<file path="config.mk">
export PLATFORM = sky130hd
export DESIGN_NAME = ddc_accum
export DESIGN_NICKNAME = d
export VERILOG_FILES = /design/src/rtl/ddc_accum.sv
export SDC_FILE = /design/constraint.sdc
export NUM_CORES = 1
export LEC_CHECK = 0
export BUFFER_PORTS_ARGS = -buffer_cell sky130_fd_sc_hd__buf_2
export CORE_AREA = 2 2 257 259
export DETAILED_ROUTE_END_ITERATION = 8
export DIE_AREA = 0 0 259 261
export GPL_TIMING_DRIVEN = 1
export PLACE_DENSITY = 0.62
export REMOVE_ABC_BUFFERS = 1
export SETUP_SLACK_MARGIN = 0.3
export SLEW_MARGIN = 20
export SYNTH_ARGS = -nofsm -noshare
export SYNTH_HDL_FRONTEND = slang
export SYNTH_SLANG_ARGS = --single-unit
</file>
<file path="constraint.sdc">
create_clock -name s_axis_aclk -period 22.5 [get_ports s_axis_aclk]
set_input_delay 2.25 -clock s_axis_aclk [delete_from_list [all_inputs] [get_ports s_axis_aclk]]
set_output_delay 2.25 -clock s_axis_aclk [all_outputs]
set_load 0.02 [all_outputs]
</file>
<file path="src/rtl/ddc_accum.sv">
// ddc_accum: integrates consecutive DDC I/Q samples over a programmable frame
// length and queues one sign-extended I/Q sum per frame in a small
// first-word-fall-through FIFO with AXI-Stream backpressure.
module ddc_accum #(
  parameter int unsigned ACC_WIDTH  = 48,
  parameter int unsigned LEN_WIDTH  = 16,
  parameter int unsigned FIFO_DEPTH = 4
) (
  input  logic                 s_axis_aclk,
  input  logic                 s_axis_areset,
  input  logic [63:0]          s_axis_ddc_tdata,
  input  logic                 s_axis_ddc_tvalid,
  output logic                 s_axis_ddc_tready,
  input  logic [LEN_WIDTH-1:0] s_axis_len_tdata,
  input  logic                 s_axis_len_tvalid,
  input  logic                 resync,
  output logic [127:0]         m_axis_acc_tdata,
  output logic                 m_axis_acc_tvalid,
  input  logic                 m_axis_acc_tready,
  output logic                 ovf,
  output logic [15:0]          drop_count
);

  localparam int unsigned PtrW  = $clog2(FIFO_DEPTH);
  localparam int unsigned WordW = 2 * ACC_WIDTH;

  typedef enum logic [0:0] {StUnconf, StAcc} state_e;

  state_e               state_q, state_d;
  logic [LEN_WIDTH-1:0] len_q, len_d;
  logic [LEN_WIDTH-1:0] count_q, count_d;
  logic [ACC_WIDTH-1:0] acc_i_q, acc_i_d;
  logic [ACC_WIDTH-1:0] acc_q_q, acc_q_d;
  logic                 ovf_q, ovf_d;
  logic [15:0]          drop_q, drop_d;

  logic [WordW-1:0]     mem_q [FIFO_DEPTH];
  logic [PtrW:0]        wr_ptr_q, rd_ptr_q;

  logic [ACC_WIDTH-1:0] sample_i, sample_q;
  logic [ACC_WIDTH-1:0] base_i, base_q, sum_i, sum_q;
  logic [LEN_WIDTH-1:0] base_cnt, len_m1;
  logic                 push, push_ok, pop, fifo_full, fifo_empty;
  logic [WordW-1:0]     push_word, head_word;
  logic                 unused_bits;

  assign unused_bits = ^{s_axis_ddc_tdata[63:62], s_axis_ddc_tdata[31:30]};

  assign s_axis_ddc_tready = 1'b1;

  assign sample_i = {{(ACC_WIDTH-30){s_axis_ddc_tdata[29]}}, s_axis_ddc_tdata[29:0]};
  assign sample_q = {{(ACC_WIDTH-30){s_axis_ddc_tdata[61]}}, s_axis_ddc_tdata[61:32]};

  // A zero length behaves as a one-sample frame.
  assign len_m1 = (len_q == '0) ? '0 : len_q - LEN_WIDTH'(1);

  assign fifo_empty = (wr_ptr_q == rd_ptr_q);
  assign fifo_full  = (wr_ptr_q[PtrW] != rd_ptr_q[PtrW]) &&
                      (wr_ptr_q[PtrW-1:0] == rd_ptr_q[PtrW-1:0]);
  assign pop        = !fifo_empty && m_axis_acc_tready;
  // A pop in the same cycle frees the slot, so a full FIFO can still accept.
  assign push_ok    = push && (!fifo_full || pop);

  // Frame accumulation, length capture and drop accounting.
  always_comb begin
    state_d   = state_q;
    len_d     = len_q;
    count_d   = count_q;
    acc_i_d   = acc_i_q;
    acc_q_d   = acc_q_q;
    ovf_d     = ovf_q;
    drop_d    = drop_q;
    push      = 1'b0;
    base_i    = resync ? '0 : acc_i_q;
    base_q    = resync ? '0 : acc_q_q;
    base_cnt  = resync ? '0 : count_q;
    sum_i     = base_i + sample_i;
    sum_q     = base_q + sample_q;
    push_word = {sum_q, sum_i};

    if (s_axis_len_tvalid) begin
      // Length write wins over resync and swallows a same-cycle sample.
      state_d = StAcc;
      len_d   = s_axis_len_tdata;
      count_d = '0;
      acc_i_d = '0;
      acc_q_d = '0;
      ovf_d   = 1'b0;
      drop_d  = '0;
    end else if (state_q == StAcc) begin
      acc_i_d = base_i;
      acc_q_d = base_q;
      count_d = base_cnt;
      if (s_axis_ddc_tvalid) begin
        if (base_cnt == len_m1) begin
          push    = 1'b1;
          acc_i_d = '0;
          acc_q_d = '0;
          count_d = '0;
        end else begin
          acc_i_d = sum_i;
          acc_q_d = sum_q;
          count_d = base_cnt + LEN_WIDTH'(1);
        end
      end
      if (push && !push_ok) begin
        ovf_d = 1'b1;
        if (drop_q != 16'hFFFF) drop_d = drop_q + 16'd1;
      end
    end
  end

  // Control and accumulator state.
  always_ff @(posedge s_axis_aclk or posedge s_axis_areset) begin
    if (s_axis_areset) begin
      state_q <= StUnconf;
      len_q   <= '0;
      count_q <= '0;
      acc_i_q <= '0;
      acc_q_q <= '0;
      ovf_q   <= 1'b0;
      drop_q  <= '0;
    end else begin
      state_q <= state_d;
      len_q   <= len_d;
      count_q <= count_d;
      acc_i_q <= acc_i_d;
      acc_q_q <= acc_q_d;
      ovf_q   <= ovf_d;
      drop_q  <= drop_d;
    end
  end

  // Output FIFO storage and pointers; storage cleared so tdata reads 0 after reset.
  always_ff @(posedge s_axis_aclk or posedge s_axis_areset) begin
    if (s_axis_areset) begin
      wr_ptr_q <= '0;
      rd_ptr_q <= '0;
      for (int i = 0; i < FIFO_DEPTH; i++) mem_q[i] <= '0;
    end else begin
      if (push_ok) begin
        mem_q[wr_ptr_q[PtrW-1:0]] <= push_word;
        wr_ptr_q <= wr_ptr_q + (PtrW+1)'(1);
      end
      if (pop) rd_ptr_q <= rd_ptr_q + (PtrW+1)'(1);
    end
  end

  assign head_word = mem_q[rd_ptr_q[PtrW-1:0]];

  // Each ACC_WIDTH sum is sign-extended into its 64-bit lane.
  always_comb begin
    m_axis_acc_tdata[63:0]   = {{(64-ACC_WIDTH){head_word[ACC_WIDTH-1]}},
                                head_word[ACC_WIDTH-1:0]};
    m_axis_acc_tdata[127:64] = {{(64-ACC_WIDTH){head_word[WordW-1]}},
                                head_word[WordW-1:ACC_WIDTH]};
  end

  assign m_axis_acc_tvalid = !fifo_empty;
  assign ovf               = ovf_q;
  assign drop_count        = drop_q;

endmodule

</file>
==> out/results.ini <==
[synth]
synth_top_area_cell = dfrtp_1
syn-instance-count = 2957
yosys_most_used_dff = dfrtp_1
syn_avg_cell_area_um2 = 9.757
synth_cell_types = 80
ys_seq_elements = 536
synth_seq_area_share_pct = 46.49
synth_edf_count = 0
ys_top_cells_by_count = nand2_1 (552), dfrtp_1 (536), o21ai_0 (390), a21oi_1 (119), nor2b_1 (112)
synth_area_um2 = 28850
synth.most_common_cell = nand2_1
yosys-top-cells-area = dfrtp_1 (46%), mux4_2 (7.5%), nand2_1 (7.2%)
yosys_warnings = 0
async_flop_share_pct = 100.0
synth.top_cell.area_share_pct = 46.49

[critical_path]
crit_required_ns = 22.96
r2r_cells = 11
r2r_slack_ns = 16.82
crit_slowest_cell = nand3_4
cp_slowest_stage_delay_ns = 0.89
crit_start = resync
worstPathMaxFanout = 94
startpoint_type = primary input
critPathArrivalTime_ns = 7.55
cp-end-kind = register
endpoint = mem_q[43]
cpMostUsedCell = buf_4
criticalPathCategory = primary input to register
reg2reg_from = len_q[2]
r2r-end = mem_q[43]
cp_cell_sequence = buf_4 -> buf_4 -> nor2b_1 -> and3_1 -> or2_2 -> mux2_2 -> a211oi_1 -> o2111ai_1 -> nor4_1 -> nand3_4 -> buf_4 -> nand2_1 -> o21ai_0

[grt]
grt_pass1_wl_um = 127700
grtUsageTotal_pct = 23.89
grt_overflow = 0
grt_max_degree = 144
grt_antenna_before_repair = 9
grt_pass1_vias = 22928

[timing]
setup_tns_ns = 0
final.min_clock_period_ns = 7.086
post-route-period-util_pct = 31.49
tightest_slew_ns = 1.105
fmaxAchievable_ghz = 0.1411
setup_viol = 0
rsz0062_at_grt = no
hold_violations = 0
setup_ws_ns = 15.41
relSlewSlack_pct = 25.80
slew_viol_final = 0
finalClockSkew_ns = 0.03544

[power]
finalPower_mw = 2.435
p_leak_nw = 15.02
power_density_nw_per_um2 = 74.72
irDropWorstVdd_uv = 57.89

[layout]
area_growth_pct = 12.93
fill_cells = 5966
fin_nets = 3262
drive_above_1_share_pct = 16.90
layout.cells.non_filler = 3989

[place]
hpwl_um = 51530
pre_cts_slack_ns = 14.80
dp.cells = 3873
place_congestion = 0.8749
portBuffers = 227

[routing]
vias = 22650
ant_nets = 0
wirelength_um = 80320
drcViolationCount = 0
dr.pass1.iters = 5
initialDrtViolationCount = 1726
wl_per_cell_um = 20.14
vias_per_cell = 5.678

[floorplanning]
die-area_um2 = 67600
num_rows = 94
placeableCoreArea_um2 = 65040
io_pins = 233
die_h_um = 261
initial_utilization_pct = 44.36
die_w_um = 259

[clock_network]
cts_tree = done
hold_buffers = 0
cts_made_buffers = 58
htreeDepth = 2
cts_resized = 0
cts_root_buffer = clkbuf_16
cts_setup_buffers = 0
cts.sink_count = 536
clk_pin_slew_ns = 0.06
clockBufferDepth = 3
clk_latency_ns = 0.65

[hold_path]
hold_path_class = register to register
hold_depth = 2

[status]
status = completed

[flow_run]
max_cap_violations = 0

==> through the flow <==
step | cell area (µm²) | util, % | hold WS [ns]
2_1_floorplan | 27880 | - | 0.4335
3_3_place_gp | 30410 | 46.75 | 0.4515
3_5_place_dp | 30410 | 46.75 | 0.4559
4_1_cts | 32480 | 49.94 | 0.4699
5_1_grt | 32580 | 50.09 | 0.4928
6_report | 32580 | 50.10 | 0.4683
==> registers in the layout (all words and copies together) (netlist names) <==
name        flops
mem_q         384
acc_i_q        48
acc_q_q        48
count_q        16
drop_count     16
len_q          16
rd_ptr_q        3
wr_ptr_q        3
ovf             1
state_q         1
==> logic make-up (layout without fill, tap and decap cells) <==
| kind of cell | after synthesis | count (layout) | synth area share, % |
|---|---|---|---|
| multiplexers | 138 | 138 | 9.090 |
| AND/OR/NAND/NOR | 963 | 963 | 15.29 |
| XOR/XNOR | 121 | 121 | 3.673 |
| adder cells (fa/ha/maj) | 104 | 104 | 4.562 |
| buffers and inverters | 254 | 416 | 3.994 |
| AO/OA/AOI/OAI | 840 | 840 | 16.89 |
| flip-flops | 536 | 536 | 46.49 |
| other | 1 | 7 | 0.01300 |
==> worst min-delay path by stage <==
stage / from / endpoint / slack, ns
after floorplan: mem_q[1] / mem_q[1] / 0.43
after global placement: mem_q[1] / mem_q[1] / 0.45
after detailed placement: mem_q[48] / mem_q[48] / 0.46
after CTS: mem_q[48] / mem_q[48] / 0.47
after global routing: acc_i_q[4] / acc_i_q[4] / 0.49
final: mem_q[48] / mem_q[48] / 0.47
==> report_power, final <==
group / switching (mW) / internal [mW]
Clock: 0.412 / 0.614
Combinational: 0.216 / 0.149
Sequential: 0.0606 / 0.983
==> final cells by class <==
type                            instances  area (µm²)  area share [%]
Inverter                               49       191.4          0.5875
Timing Repair Buffer                  260        1446           4.439
Antenna cell                            6       15.01         0.04608
Tap cell                              864        1081           3.318
Clock buffer                           84        1730           5.311
Sequential cell                       536       13420           41.19
Clock inverter                         23       347.8           1.068
Multi-Input combinational cell       2167       14350           44.04
==> per-layer routing <==
| layer | track usage [%] | up-vias | part of all wire (%) |
|---|---|---|---|
| met5 | 0 | - | 0.034 |
| met4 | 6.503 | 4 | 2.2 |
| met3 | 3.659 | 117 | 5.7 |
| met2 | 40.52 | 578 | 49 |
| met1 | 32.04 | 11281 | 43 |
| li1 | - | 10670 | - |
==> critical path, delay by kind of cell <==
kind / cells / cell delay [ns]
buffers and inverters: 3 / 1.74
AOI/OAI and AO/OA: 3 / 0.56
muxes: 1 / 0.30
and+or+nand+nor: 6 / 2.56
==> layout by cell type, fill, tap and decap left out, types with 19 or more instances in the layout <==
cell type and count:
ha_1 102, nand3_1 26, nand2_1 552, nor2b_1 111
xor2_1 56, mux2_2 32, nand4_1 29, inv_1 47
xnor2_1 65, o21bai_1 19, a21oi_1 119, nor2_1 106
mux4_2 96, buf_4 31, o21ai_0 390, dfrtp_1 534
clkbuf_16 59, buf_2 226, a21o_1 56, o21ai_1 104
nor3_1 29
No activity file was read; power rests on OpenSTA's default activity.
